[src/rtl/fpu_arith_arbiter.sv]
// Round-robin arbiter sharing one FPU arithmetic unit between two sequencers.
// Optional WAIT watchdog compiled in with `define FPU_ARB_TIMEOUT_EN.
module fpu_arith_arbiter #(
  parameter int TIMEOUT_CYCLES = 1024
) (
  input  logic        clk,
  input  logic        reset,
  input  logic        req0_valid,
  output logic        req0_ready,
  input  logic [3:0]  req0_op,
  input  logic [1:0]  req0_rmode,
  input  logic [79:0] req0_a,
  input  logic [79:0] req0_b,
  input  logic [63:0] req0_aux,
  input  logic        req1_valid,
  output logic        req1_ready,
  input  logic [3:0]  req1_op,
  input  logic [1:0]  req1_rmode,
  input  logic [79:0] req1_a,
  input  logic [79:0] req1_b,
  input  logic [63:0] req1_aux,
  output logic        rsp_valid,
  input  logic        rsp_ready,
  output logic        rsp_id,
  output logic [79:0] rsp_result,
  output logic [63:0] rsp_aux,
  output logic [3:0]  rsp_cc,
  output logic [5:0]  rsp_flags,
  output logic        rsp_timeout,
  output logic        busy,
  output logic [3:0]  au_operation,
  output logic [1:0]  au_rounding_mode,
  output logic        au_enable,
  output logic [79:0] au_operand_a,
  output logic [79:0] au_operand_b,
  output logic [15:0] au_int16_in,
  output logic [31:0] au_int32_in,
  output logic [31:0] au_fp32_in,
  output logic [63:0] au_fp64_in,
  input  logic [79:0] au_result,
  input  logic [15:0] au_int16_out,
  input  logic [31:0] au_int32_out,
  input  logic [31:0] au_fp32_out,
  input  logic [63:0] au_fp64_out,
  input  logic        au_done,
  input  logic [3:0]  au_cc,
  input  logic [5:0]  au_flags
);

  typedef enum logic [1:0] {IDLE, ISSUE, WAIT, RESP} state_t;

  state_t      state_reg, state_next;
  logic        last_grant_reg;
  logic [3:0]  hold_op_reg;
  logic [1:0]  hold_rmode_reg;
  logic [79:0] hold_a_reg, hold_b_reg;
  logic [63:0] hold_aux_reg;
  logic        hold_id_reg;
  logic [79:0] rsp_result_reg;
  logic [63:0] rsp_aux_reg;
  logic [3:0]  rsp_cc_reg;
  logic [5:0]  rsp_flags_reg;
  logic        grant0, grant1, accept, timeout_hit;
  logic [63:0] aux_capture;

  // Tie goes to whoever did not win last; last_grant resets to 1 so req0 wins first.
  assign grant0 = req0_valid & (~req1_valid | last_grant_reg);
  assign grant1 = req1_valid & (~req0_valid | ~last_grant_reg);
  assign req0_ready = reset & (state_reg == IDLE) & grant0;
  assign req1_ready = reset & (state_reg == IDLE) & grant1;
  assign accept = req0_ready | req1_ready;

  assign busy             = (state_reg != IDLE);
  assign rsp_valid        = (state_reg == RESP);
  assign au_enable        = (state_reg == ISSUE);
  assign au_operation     = hold_op_reg;
  assign au_rounding_mode = hold_rmode_reg;
  assign au_operand_a     = hold_a_reg;
  assign au_operand_b     = hold_b_reg;
  assign au_int16_in      = hold_aux_reg[15:0];
  assign au_int32_in      = hold_aux_reg[31:0];
  assign au_fp32_in       = hold_aux_reg[31:0];
  assign au_fp64_in       = hold_aux_reg;
  assign rsp_id           = hold_id_reg;
  assign rsp_result       = rsp_result_reg;
  assign rsp_aux          = rsp_aux_reg;
  assign rsp_cc           = rsp_cc_reg;
  assign rsp_flags        = rsp_flags_reg;

  always_comb begin
    aux_capture = '0;
    case (hold_op_reg)
      4'd6:    aux_capture = {{48{au_int16_out[15]}}, au_int16_out};
      4'd7:    aux_capture = {{32{au_int32_out[31]}}, au_int32_out};
      4'd10:   aux_capture = {32'h0, au_fp32_out};
      4'd11:   aux_capture = au_fp64_out;
      default: aux_capture = '0;
    endcase
  end

`ifdef FPU_ARB_TIMEOUT_EN
  localparam int CW = $clog2(TIMEOUT_CYCLES + 1);
  logic [CW-1:0] wait_cnt_reg;
  logic          rsp_timeout_reg;

  // done has priority over an expiring count
  assign timeout_hit = (state_reg == WAIT) & ~au_done &
                       (wait_cnt_reg == CW'(TIMEOUT_CYCLES - 1));
  assign rsp_timeout = rsp_timeout_reg;

  always_ff @(posedge clk) begin
    if (!reset) begin
      wait_cnt_reg    <= '0;
      rsp_timeout_reg <= 1'b0;
    end else begin
      if (state_reg == ISSUE)
        wait_cnt_reg <= '0;
      else if (state_reg == WAIT)
        wait_cnt_reg <= wait_cnt_reg + 1'b1;
      if (state_reg == WAIT && au_done)
        rsp_timeout_reg <= 1'b0;
      else if (timeout_hit)
        rsp_timeout_reg <= 1'b1;
    end
  end
`else
  // Without the watchdog the parameter has no effect.
  assign timeout_hit = 1'b0 & (TIMEOUT_CYCLES > 0);
  assign rsp_timeout = 1'b0;
`endif

  always_comb begin
    state_next = state_reg;
    case (state_reg)
      IDLE:    if (accept) state_next = ISSUE;
      ISSUE:   state_next = WAIT;
      WAIT:    if (au_done || timeout_hit) state_next = RESP;
      RESP:    if (rsp_ready) state_next = IDLE;
      default: state_next = IDLE;
    endcase
  end

  always_ff @(posedge clk) begin
    if (!reset) begin
      state_reg      <= IDLE;
      last_grant_reg <= 1'b1;
      hold_op_reg    <= '0;
      hold_rmode_reg <= '0;
      hold_a_reg     <= '0;
      hold_b_reg     <= '0;
      hold_aux_reg   <= '0;
      hold_id_reg    <= 1'b0;
      rsp_result_reg <= '0;
      rsp_aux_reg    <= '0;
      rsp_cc_reg     <= '0;
      rsp_flags_reg  <= '0;
    end else begin
      state_reg <= state_next;
      if (state_reg == IDLE && accept) begin
        hold_id_reg    <= req1_ready;
        hold_op_reg    <= req1_ready ? req1_op    : req0_op;
        hold_rmode_reg <= req1_ready ? req1_rmode : req0_rmode;
        hold_a_reg     <= req1_ready ? req1_a     : req0_a;
        hold_b_reg     <= req1_ready ? req1_b     : req0_b;
        hold_aux_reg   <= req1_ready ? req1_aux   : req0_aux;
      end
      if (state_reg == WAIT && au_done) begin
        rsp_result_reg <= au_result;
        rsp_aux_reg    <= aux_capture;
        rsp_cc_reg     <= au_cc;
        rsp_flags_reg  <= au_flags;
      end else if (timeout_hit) begin
        rsp_result_reg <= '0;
        rsp_aux_reg    <= '0;
        rsp_cc_reg     <= 4'b0001;
        rsp_flags_reg  <= 6'b100000;
      end
      if (state_reg == RESP && rsp_ready)
        last_grant_reg <= hold_id_reg;
    end
  end

endmodule

[config.mk]
export PLATFORM = sky130hd
export DESIGN_NAME = fpu_arith_arbiter
export DESIGN_NICKNAME = d
export VERILOG_FILES = /design/src/rtl/fpu_arith_arbiter.sv
export SDC_FILE = /design/constraint.sdc
export NUM_CORES = 1
export LEC_CHECK = 0
export BUFFER_PORTS_ARGS = -buffer_cell sky130_fd_sc_hd__buf_2
export CORE_AREA = 5 5 454 456
export DETAILED_ROUTE_END_ITERATION = 16
export DIE_AREA = 0 0 459 461
export GPL_TIMING_DRIVEN = 0
export RECOVER_POWER = 50
export SETUP_SLACK_MARGIN = 0.05
export SKIP_CTS_REPAIR_TIMING = 1
export SYNTH_ARGS = -nofsm -noshare
export SYNTH_HDL_FRONTEND = slang
export SYNTH_SLANG_ARGS = --single-unit
export TNS_END_PERCENT = 50
[constraint.sdc]
create_clock -name clk -period 2 [get_ports clk]
set_input_delay 0.3 -clock clk [delete_from_list [all_inputs] [get_ports clk]]
set_output_delay 0.3 -clock clk [all_outputs]
set_load 0.02 [all_outputs]
==> impl_metrics.py <==
metrics = {
    "run_status": {
        "status": "complete, but fails checks",
        "violations": "negative setup slack",
    },
    "sta": {
        "setup_viol": 223,
        "finClkSkew_ns": 0.04195,
        "rsz0062_at_grt": "true",
        "hold_viol": 0,
        "relSlewSlack_pct": 20.30,
        "drv_slew": 0,
        "fmax_ghz": 0.4344,
        "post-route-min-period_ns": 2.302,
        "worst_slack_ns": -0.3018,
        "max_slew.worst_pin.slew_ns": 1.195,
        "period_share_pct": 115.1,
    },
    "synth": {
        "syn_inst": 2179,
        "yosysWarnings": 0,
        "synth-async-reset-ratio_pct": 0,
        "synth_area_per_cell_um2": 7.809,
        "synthFlopType": "dfxtp_1",
        "ys_seq_elements": 388,
        "synth-simple-area-share_pct": 16.96,
        "synth_top_family_by_area": "compound AO/OA/AOI/OAI gates",
        "synthXorXnorAreaFrac_pct": 0,
        "synthAdderAreaFrac_pct": 0.2941,
        "synth-compound-area-share_pct": 26.34,
        "synth.area.mux_share_pct": 2.074,
        "synth_edf_count": 0,
        "seq_area_frac_synth_pct": 45.65,
        "synth.distinct_cells": 39,
        "syn_area_um2": 17020,
        "syn-num-nets": 2883,
    },
    "floorplanning": {
        "die_area_um2": 211600,
        "fp.dieW_um": 459,
        "ioPinCount": 1171,
        "rows": 165,
        "die_h_um": 461,
        "core-area_um2": 201300,
        "start_util_pct": 8.454,
    },
    "layout": {
        "utilization_pct": 17.85,
        "drive_gt1_share_pct": 41.16,
        "layout.area.seq_um2": 7775,
        "multiInputGateArea_um2": 8931,
        "fillCellCount": 22493,
        "instances_no_fill": 6767,
        "final_common_cell": "buf_2",
        "fin_area_um2": 35930,
        "mostFrequentLayoutCells": "buf_2, nand2_1, dlygate4sd3_1",
        "final_nets": 4693,
        "area.growth.synth_to_final_pct": 111.1,
    },
    "critical_path": {
        "cp_common_cell": "buf_12",
        "cp_top_family": "buffers and inverters",
        "critPathMaxStageDelay_ns": 0.33,
        "crit_chain": "inv_2, ha_4, buf_6, nand4_1, buf_12, inv_12, buf_12, buf_12",
        "critPathMaxFanout": 6,
        "worstSetupEndpointType": "primary output",
        "critical_path_arrival_ns": 2.00,
        "crit_slowest_cell": "dfxtp_2",
        "cp.buffers_inverters": 6,
        "worst_ep_required_time_ns": 1.70,
        "start_kind": "flip-flop",
        "path_class": "reg -> out",
    },
    "clock_network": {
        "numClockSinks": 388,
        "clk_latency_ns": 0.67,
        "clockRootBuffer": "clkbuf_16",
        "path_clk_slew_ns": 0.06,
        "max-clock-path-buffers": 3,
        "cts_made_buffers": 50,
        "cts_max_level": 2,
        "tritoncts": "yes",
    },
    "place": {
        "preCtsSetupSlack_ns": -2.614,
        "placedCellCount": 6019,
        "place_congestion": 0.9305,
        "place_area_um2": 26210,
        "place_hpwl_mm": 172.2,
        "io_buffers": 1168,
    },
    "power": {
        "p_leak_nw": 15.85,
        "power_density_nw_per_um2": 974.8,
        "irDropWorstVdd_mv": 0.6524,
    },
    "drt": {
        "final_antenna_net_count": 0,
        "num_vias": 25406,
        "drc": 0,
        "wire_per_inst_um": 29.47,
        "drtIter0Drc": 1878,
        "via_per_inst": 3.754,
        "routed_wl_mm": 199.4,
        "firstDrtPassIters": 6,
    },
    "worst_hold_path": {
        "hp-class": "in -> reg",
    },
    "global_route": {
        "antenna_found_initial": 164,
        "grt_max_degree": 14,
        "grt_pass1_vias": 22406,
        "grt_util_all_layers_pct": 17.18,
        "gr-total-overflow": 0,
        "grt_pass1_wl_mm": 237.0,
    },
    "flow_run": {
        "max_cap_viol_count": 0,
    },
}
synthesized netlist by cell type (21+ instances only):
| library cell | count | area, um^2 |
|---|---|---|
| a21boi_0 | 90 | 675.7 |
| a31oi_1 | 230 | 1439 |
| buf_4 | 83 | 623.1 |
| dfxtp_1 | 388 | 7767 |
| a21boi_1 | 33 | 247.7 |
| a21o_1 | 33 | 247.7 |
| buf_2 | 50 | 250.2 |
| mux2i_1 | 33 | 330.3 |
| o22ai_1 | 21 | 131.4 |
| o21ai_1 | 60 | 300.3 |
| o21ai_0 | 171 | 855.8 |
| a22oi_1 | 31 | 232.7 |
| nand2_1 | 711 | 2669 |
| clkbuf_1 | 139 | 521.8 |
worst register-to-register path: stages, from the launching register on:
cell     delay, ns
dfxtp_2       0.33
inv_2         0.08
ha_4          0.13
buf_6         0.11
nand4_1       0.14
buf_12        0.22
inv_12        0.12
buf_12        0.11
buf_16        0.13
buf_12        0.14
buf_8         0.16
buf_8         0.14
nand2_2       0.07
a31oi_4       0.29
per-layer routing:
layer / part of all wire [%] / vias up / global-route usage [%]
li1: - / 11184 / -
met1: 38 / 12007 / 19.33
met2: 47 / 1685 / 29.53
met3: 10 / 454 / 7.072
met4: 4.7 / 76 / 5.476
met5: 0.23 / - / 0
logic make-up (layout without fill, tap and decap cells):
logic type	Yosys count	after routing
flip-flops	388	388
adder cells (fa/ha/maj)	4	4
buffers and inverters	289	2136
multiplexers	35	35
AND/OR/NAND/NOR	746	746
AO/OA/AOI/OAI	716	716
other	1	70
stage by stage:
stage | TNS (ns) | hold WS, ns | power [mW]
after floorplan | 0 | 0.4449 | 15.83
after global placement | -577.79 | 0.4363 | 22.87
after detailed placement | -576.82 | 0.4398 | 22.94
after CTS | -472.94 | -0.2071 | 33.06
after global routing | -43.41 | -0.0001854 | 36.50
final | -18.88 | 0.02798 | 35.02
power breakdown:
part	total, mW	internal [mW]	switching, mW	leakage, nW
Clock	9.95	5.89	4.06	0.854
Combinational	14.6	5.15	9.44	11.8
Sequential	10.5	9.06	1.43	3.18
Total	35.0	20.1	14.9	15.9
path summary, 6_finish.rpt:
| kind | start | end | slack, ns | cells after the start |
|---|---|---|---|---|
| worst max-delay path | state_reg[1] | req1_ready | -0.30 | 8 |
| worst min-delay path | au_fp64_out[40] | rsp_aux[40] | 0.03 | 4 |
| worst max register to register | state_reg[1] | au_operation[0] | -0.29 | 13 |
| worst min register to register | rsp_aux[37] | rsp_aux[37] | 0.45 | 2 |
final cells by class:
class / instances / share of cell area (%)
repair buffers: 1762 / 33.40
clock buffers: 65 / 3.806
inverters: 6 / 0.1149
multi-input cells: 1502 / 24.86
flip-flops and latches: 388 / 21.64
clock inverters: 24 / 1.055
diodes: 69 / 0.4806
well taps: 2672 / 9.305
plain buffers: 279 / 5.339
No activity file was read; power rests on OpenSTA's default activity.
